[src/rtl/cnt_pkg.sv]
// Shared constants for the counter sequencing controller: state encoding,
// mode/direction codes and the default counter width.
package cnt_pkg;

  localparam int CNT_W = 4;

  typedef enum logic [1:0] {
    ST_IDLE = 2'd0,
    ST_RUN  = 2'd1,
    ST_HOLD = 2'd2,
    ST_DONE = 2'd3
  } state_t;

  localparam logic MODE_ONESHOT = 1'b0;
  localparam logic MODE_RELOAD  = 1'b1;

  localparam logic DIR_UP   = 1'b0;
  localparam logic DIR_DOWN = 1'b1;

endpackage

[src/rtl/cnt_seq_ctrl_core.sv]
// W-bit loadable up/down counter; load takes priority over count enable.
module cnt_core
  import cnt_pkg::*;
#(
  parameter int W = CNT_W
) (
  input  logic         CLK,
  input  logic         RST_N,
  input  logic         en,
  input  logic         load,
  input  logic         dir,
  input  logic [W-1:0] din,
  output logic [W-1:0] q
);

  localparam logic [W-1:0] ONE = {{(W-1){1'b0}}, 1'b1};

  always_ff @(posedge CLK or negedge RST_N) begin
    if (!RST_N) begin
      q <= '0;
    end else if (load) begin
      q <= din;
    end else if (en) begin
      q <= (dir == DIR_DOWN) ? (q - ONE) : (q + ONE);
    end
  end

endmodule

[src/rtl/cnt_seq_ctrl.sv]
// Timer sequencer around cnt_core: start/stop/pause, one-shot or auto-reload,
// with configuration captured only when a start is accepted.
//
//   state   | meaning
//   --------+-----------------------------------------------------------
//   ST_IDLE | stopped, q=0, waiting for start
//   ST_RUN  | counting from S towards T, done pulse at terminal
//   ST_HOLD | paused, q frozen until pause drops
//   ST_DONE | one-shot finished, q holds T until start or stop
module cnt_seq_ctrl
  import cnt_pkg::*;
#(
  parameter int W = CNT_W
) (
  input  logic         CLK,
  input  logic         RST_N,
  input  logic         start,
  input  logic         stop,
  input  logic         pause,
  input  logic         mode,
  input  logic         dir,
  input  logic [W-1:0] limit,
  output logic [W-1:0] q,
  output logic         busy,
  output logic         done
);

  state_t       state, state_nxt;
  logic         cfg_mode, cfg_dir;
  logic [W-1:0] cfg_limit;
  logic         latch;
  logic         en, load;
  logic [W-1:0] din;
  logic         busy_nxt, done_nxt;
  logic [W-1:0] start_new, start_cfg, term_cfg;

  // Restart uses the live inputs; reload and terminal compare use the latched copy.
  assign start_new = (dir == DIR_DOWN) ? limit : '0;
  assign start_cfg = (cfg_dir == DIR_DOWN) ? cfg_limit : '0;
  assign term_cfg  = (cfg_dir == DIR_DOWN) ? '0 : cfg_limit;

  always_comb begin
    state_nxt = state;
    latch     = 1'b0;
    en        = 1'b0;
    load      = 1'b0;
    din       = '0;
    done_nxt  = 1'b0;
    if (stop) begin
      state_nxt = ST_IDLE;
      load      = 1'b1;
    end else if (start) begin
      state_nxt = ST_RUN;
      latch     = 1'b1;
      load      = 1'b1;
      din       = start_new;
    end else begin
      case (state)
        ST_RUN: begin
          if (pause) begin
            state_nxt = ST_HOLD;
          end else if (q == term_cfg) begin
            done_nxt = 1'b1;
            if (cfg_mode == MODE_RELOAD) begin
              load = 1'b1;
              din  = start_cfg;
            end else begin
              state_nxt = ST_DONE;
            end
          end else begin
            en = 1'b1;
          end
        end
        ST_HOLD: begin
          if (!pause) state_nxt = ST_RUN;
        end
        default: ;
      endcase
    end
    busy_nxt = (state_nxt == ST_RUN) || (state_nxt == ST_HOLD);
  end

  always_ff @(posedge CLK or negedge RST_N) begin
    if (!RST_N) begin
      state     <= ST_IDLE;
      busy      <= 1'b0;
      done      <= 1'b0;
      cfg_mode  <= 1'b0;
      cfg_dir   <= 1'b0;
      cfg_limit <= '0;
    end else begin
      state <= state_nxt;
      busy  <= busy_nxt;
      done  <= done_nxt;
      if (latch) begin
        cfg_mode  <= mode;
        cfg_dir   <= dir;
        cfg_limit <= limit;
      end
    end
  end

  cnt_core #(.W(W)) u_core (
    .CLK   (CLK),
    .RST_N (RST_N),
    .en    (en),
    .load  (load),
    .dir   (cfg_dir),
    .din   (din),
    .q     (q)
  );

endmodule

[config.mk]
export PLATFORM = sky130hd
export DESIGN_NAME = cnt_seq_ctrl
export DESIGN_NICKNAME = d
export VERILOG_FILES = /design/src/rtl/cnt_pkg.sv /design/src/rtl/cnt_seq_ctrl_core.sv /design/src/rtl/cnt_seq_ctrl.sv
export SDC_FILE = /design/constraint.sdc
export NUM_CORES = 1
export LEC_CHECK = 0
export BUFFER_PORTS_ARGS = -buffer_cell sky130_fd_sc_hd__buf_2
export CAP_MARGIN = 15
export CORE_UTILIZATION = 49
export DETAILED_ROUTE_END_ITERATION = 8
export PLACE_DENSITY_LB_ADDON = 0.25
export SKIP_LAST_GASP = 1
export SLEW_MARGIN = 25
export SYNTH_ARGS = -nofsm -noshare
export SYNTH_HDL_FRONTEND = slang
export SYNTH_SLANG_ARGS = --single-unit
[constraint.sdc]
create_clock -name CLK -period 2.1 [get_ports CLK]
set_input_delay 0.42 -clock CLK [delete_from_list [all_inputs] [get_ports CLK]]
set_output_delay 0.42 -clock CLK [all_outputs]
set_load 0.02 [all_outputs]
Word-level counts from Yosys, hierarchy flattened
Cells that the tools add are included.
- word-level logic and storage cells: 53
- flip-flop bits (word level): 14
- input port bits: 11
- $add $sub $neg: 2
- reductions and logical operators: 2
- mux-type cells: 37
- equality and inequality tests: 5
- operator list (cell ; count):
    two-way mux 4 bit ; 12
    two-way mux 1 bit ; 18
    two-way mux 2 bit ; 6
    adder 4 x 1 -> 4 bit, second input constant ; 1
    equality test 2 x 1 -> 1 bit, second input constant ; 2
    equality test 2 bit, second input constant ; 2
    equality test 4 bit ; 1
    case mux 2 bit (2 select lines) ; 1
    subtractor 4 x 1 -> 4 bit, second input constant ; 1
    nonzero test 2 bit ; 1
    logical OR 1 bit ; 1

Longest topological paths before layout
- depth after elaboration: 9
- gate-level depth with buffers: 8

Hierarchy
A second synthesis with hierarchy kept.
- cells, all modules: 105
- area total of the unflattened synthesis: 1003.5 sq um
- by module, submodules not included (module ; cells an instance ; times used ; area an instance (sq um)):
    cnt_seq_ctrl ; 71 ; 1 ; 674.4
    cnt_core ; 34 ; 1 ; 329.1

Least setup slack after synthesis
No wires, ideal clock.
- path kind: reg2reg
- start point: register cfg_dir
- end point: register u_core.q[2]
- arrival time: 1.866 ns
- cell stages (with the launch flop): 7
- period minus slack after synthesis: 1.991 ns
- path buffers: 1
- path slack: 0.109 ns
- cells stage by stage: dfrtp_1 > buf_6 > or4_1 > a32o_2 > o21ai_2 > nand2_1 > mux2_4
- longest elaborated chain between the ends: 8
- elaborated cells between the ends (all ways): 23
- those cells by class: eq/ne (1); mux (21); reduce/logical (1)
- ends and longest elaborated chain (item ; RTL line ; text):
    start: declaration ; cnt_seq_ctrl.sv:29 ; logic cfg_mode, cfg_dir;
    start signal: assignment ; cnt_seq_ctrl.sv:97 ; cfg_dir <= dir;
    two-way mux 4 bit (on tied branches) ; cnt_seq_ctrl.sv:40, cnt_seq_ctrl.sv:39 ;
    equality test 4 bit / two-way mux 4 bit (equally long branches) ; cnt_seq_ctrl.sv:62, cnt_seq_ctrl.sv:64 ;
    two-way mux 4 bit / two-way mux 1 bit (equally long branches) ; cnt_seq_ctrl.sv:62 ; end else if (q == term_cfg) begin
    two-way mux 4 bit / two-way mux 1 bit (equally long branches) ; cnt_seq_ctrl.sv:60 ; if (pause) begin
    two-way mux 4 bit / two-way mux 1 bit (equally long branches) ; cnt_seq_ctrl.sv:58 ; case (state)
    two-way mux 4 bit / two-way mux 1 bit (equally long branches) ; cnt_seq_ctrl.sv:52 ; end else if (start) begin
    two-way mux 4 bit / two-way mux 1 bit (equally long branches) ; cnt_seq_ctrl.sv:49 ; if (stop) begin
    two-way mux 4 bit / nonzero test 2 bit (equally long branches) ; - ;
    end signal: assignment ; cnt_seq_ctrl_core.sv:22 ; q <= din;
    end signal: assignment ; cnt_seq_ctrl_core.sv:24 ; q <= (dir == DIR_DOWN) ? (q - ONE) : (q + ONE);
    end: declaration ; cnt_seq_ctrl_core.sv:13 ; output logic [W-1:0] q
Parallel ways exist; a longest one is shown, timed or not. The select of a mux whose other input is x is not followed.
A chain may end at the register's enable or synchronous reset.

Worst setup path after layout
Ends and elaborated chain as after synthesis.

==> reports/results.txt <==
Initial antenna violation count: 0
Worst Path Arrival: 2180 ps
Port bufs: 16
Final instance area: 1160 um2
Clock Latency Late Sink: 280 ps
Final hold vios: 0
Net count, final: 150
R2r endpoint: u_core.q[2]
GRT Total Usage: 23.7%
Root buffer cell: clkbuf_4
Worst r2r src: cfg_dir
Rows: 15
Dpl cells: 154
RSZ-0062 raised after global routing: false
Tot Pwr: 824 uW
Most frequent cell after synthesis: dfrtp_1
Worst R2R Setup Slack: 90 ps
Largest net degree at the start of global routing: 15
Post-CTS setup buffer count: 0
GPL Wtd Cong: 0.829
YS warnings: 0
Finished Layout Cells: 158
CTS tree: yes
CP startpoint kind: register
Hpwl dp: 1660 um
Critical path required time: 2270 ps
Area Growth Syn to Fin: 17.6%
Placed cell area: 1130 um2
Clock Skew: 1.41 ps
Quantity of gates resized following cts: 0
Tmin final: 2010 ps
VDD IR max: 0.382 mV
EDFF count, synth: 0
Syn Area/Cell: 9.01 um2
Number of max-cap violations: 0
DRC viols: 0
Post-Syn Area: 991 um2
CP startpoint: cfg_dir
Fmax: 498 MHz
DR WL/cell: 13.6 um
Synth unique cells: 33
Clk sink count: 14
Ant. Diodes: 0
Max-Slew Margin vs Limit: 71.0%
Routed Antenna Nets: 0
Layout cell share with drive strength beyond 1: 27.1%
Sequence of cells on the critical path: or4_1 -> a32o_2 -> o21ai_2 -> o21ai_1 -> mux2_4
Iteration-0 DRC Markers: 14
Critical path fanouts, max: 8
Starting Density: 55.0%
Leak Pwr: 0.000529 uW
Post-synth net total: 126
Actual slew at the worst max-slew pin: 431 ps
Final Setup Violations: 0
CP top delay family: compound AO/OA/AOI/OAI gates
Die Area: 2210 um2
First-pass GRT wire length: 3650 um
CTS Buf Count: 3
Vias in the first global route: 825
DR vias: 880
Setup crit end: u_core.q[2]
Slowest cell on crit path: or4_1
Via density: 5.57
Die Y: 47.0 um
Outcome: finished clean
Crit Path Class: register to register
Synth Flop Type: dfrtp_1
Delay of the slowest critical-path stage: 530 ps
H-tree levels: 1
I/O pin count: 17
Hold-fix buffers, CTS: 0
Min-Delay Path Class: input pin to asynchronous set/reset pin
Worst Reg2Reg Path Length in Cells: 5
Clock Path Buffers: 2
Pre-antenna DRT Iters: 4
Crit end category: register
Congestion Overflow GR: 0
Async set-reset flop share out of synthesis: 100%
#FFs+latches synth: 14
Crit path buffers/inverters: 0
Final Slew Violations: 0
Post-synth top cells: 14 x dfrtp_1, 11 x nand2_1, 10 x nor2_1
Seq/Total Area, Yosys: 35.4%
Largest cells by area after synthesis: dfrtp_1 35%, mux2_2 6.8%, ha_1 5.1%
Mapped Cells: 110
Period utilisation layout: 95.6%
Worst path depth: 5
Area leader, netlist: dfrtp_1
Yosys top cell area share: 35.4%
Final WL: 2140 um
Core area: 1800 um2
Worst hold margin: 16.1 ps
TNS Setup: 0 ps
Horiz. Die Dim: 47.0 um
Pwr dens: 707 nW/um2
Clk pin slew, worst setup/hold paths: 90 ps
-- logic make-up (layout without fill, tap and decap cells) --
family | Yosys count | after routing | share of synthesized area (%)
flip-flops | 14 | 14 | 35.4
AO/OA/AOI/OAI | 25 | 25 | 16.7
adder cells (fa/ha/maj) | 5 | 5 | 7.07
buffers and inverters | 9 | 32 | 4.17
AND/OR/NAND/NOR | 43 | 43 | 22.0
multiplexers | 9 | 9 | 10.4
XOR/XNOR | 5 | 5 | 4.42
-- per-layer routing --
| metal | global-route usage (%) | vias to the layer above | wire length (um) |
|---|---|---|---|
| li1 | - | 438 | - |
| met1 | 34.1 | 414 | 1060 |
| met2 | 36.7 | 26 | 990 |
| met3 | 3.46 | 2 | 77 |
| met4 | 6.86 | 0 | 16 |
| met5 | 0 | - | 0 |
-- state kept, by name (all words and copies together), names as in the netlist --
| signal | cells |
|---|---|
| u_core.q | 4 |
| cfg_mode | 1 |
| cfg_dir | 1 |
| state | 2 |
| cfg_limit | 4 |
| busy | 1 |
| done | 1 |
-- power breakdown --
group	internal, uW	switching [uW]	total (uW)
registers	302	48.9	351
clock network	105	90.6	196
logic	130	147	277
total	537	287	824
-- cells in the final DEF (no fill, tap or decap), types with 2 or more instances in the layout --
cell type | synthesis | layout
clkbuf_4 | 0 | 3
a32oi_1 | 2 | 2
buf_4 | 0 | 6
dfrtp_1 | 14 | 14
o21ai_0 | 7 | 7
inv_1 | 6 | 6
nor2b_1 | 4 | 4
buf_2 | 0 | 16
o21ai_2 | 2 | 2
nand3_1 | 3 | 3
nand2_1 | 11 | 11
ha_1 | 4 | 4
nor3_1 | 4 | 4
mux2i_1 | 2 | 2
a21oi_1 | 5 | 5
xnor2_1 | 3 | 3
o21ai_1 | 2 | 2
nand3b_1 | 3 | 3
nor2_1 | 10 | 10
nand4_1 | 2 | 2
mux2_2 | 6 | 6
a21o_1 | 3 | 3
nand2b_1 | 2 | 2
xor2_1 | 2 | 2
-- per-stage QoR --
stage | util, % | setup slack, ps
after detailed placement | 62.6 | 107
after floorplan | - | 109
after global placement | 62.6 | 155
after global routing | 64.7 | 15.0
final | 64.7 | 91.9
after CTS | 64.7 | 96.5
-- final cells by class --
cell class	instances	area [um2]
repair buffers	22	125
multi-input cells	87	599
clock buffers	4	36.3
well taps	25	31.3
inverters	6	22.5
fillers	180	637
flip-flops and latches	14	350
-- worst min-delay path by stage --
stage | from | end | slack, ps | cells after the start
3_5_place_dp | RST_N | busy | 330 | 1
5_1_grt | RST_N | u_core.q[0] | 40 | 1
2_1_floorplan | RST_N | busy | 120 | 0
4_1_cts | RST_N | u_core.q[2] | 30 | 1
3_3_place_gp | RST_N | busy | 330 | 1
6_report | RST_N | u_core.q[2] | 20 | 1
Note: power is estimated with default switching activity, not from simulation.
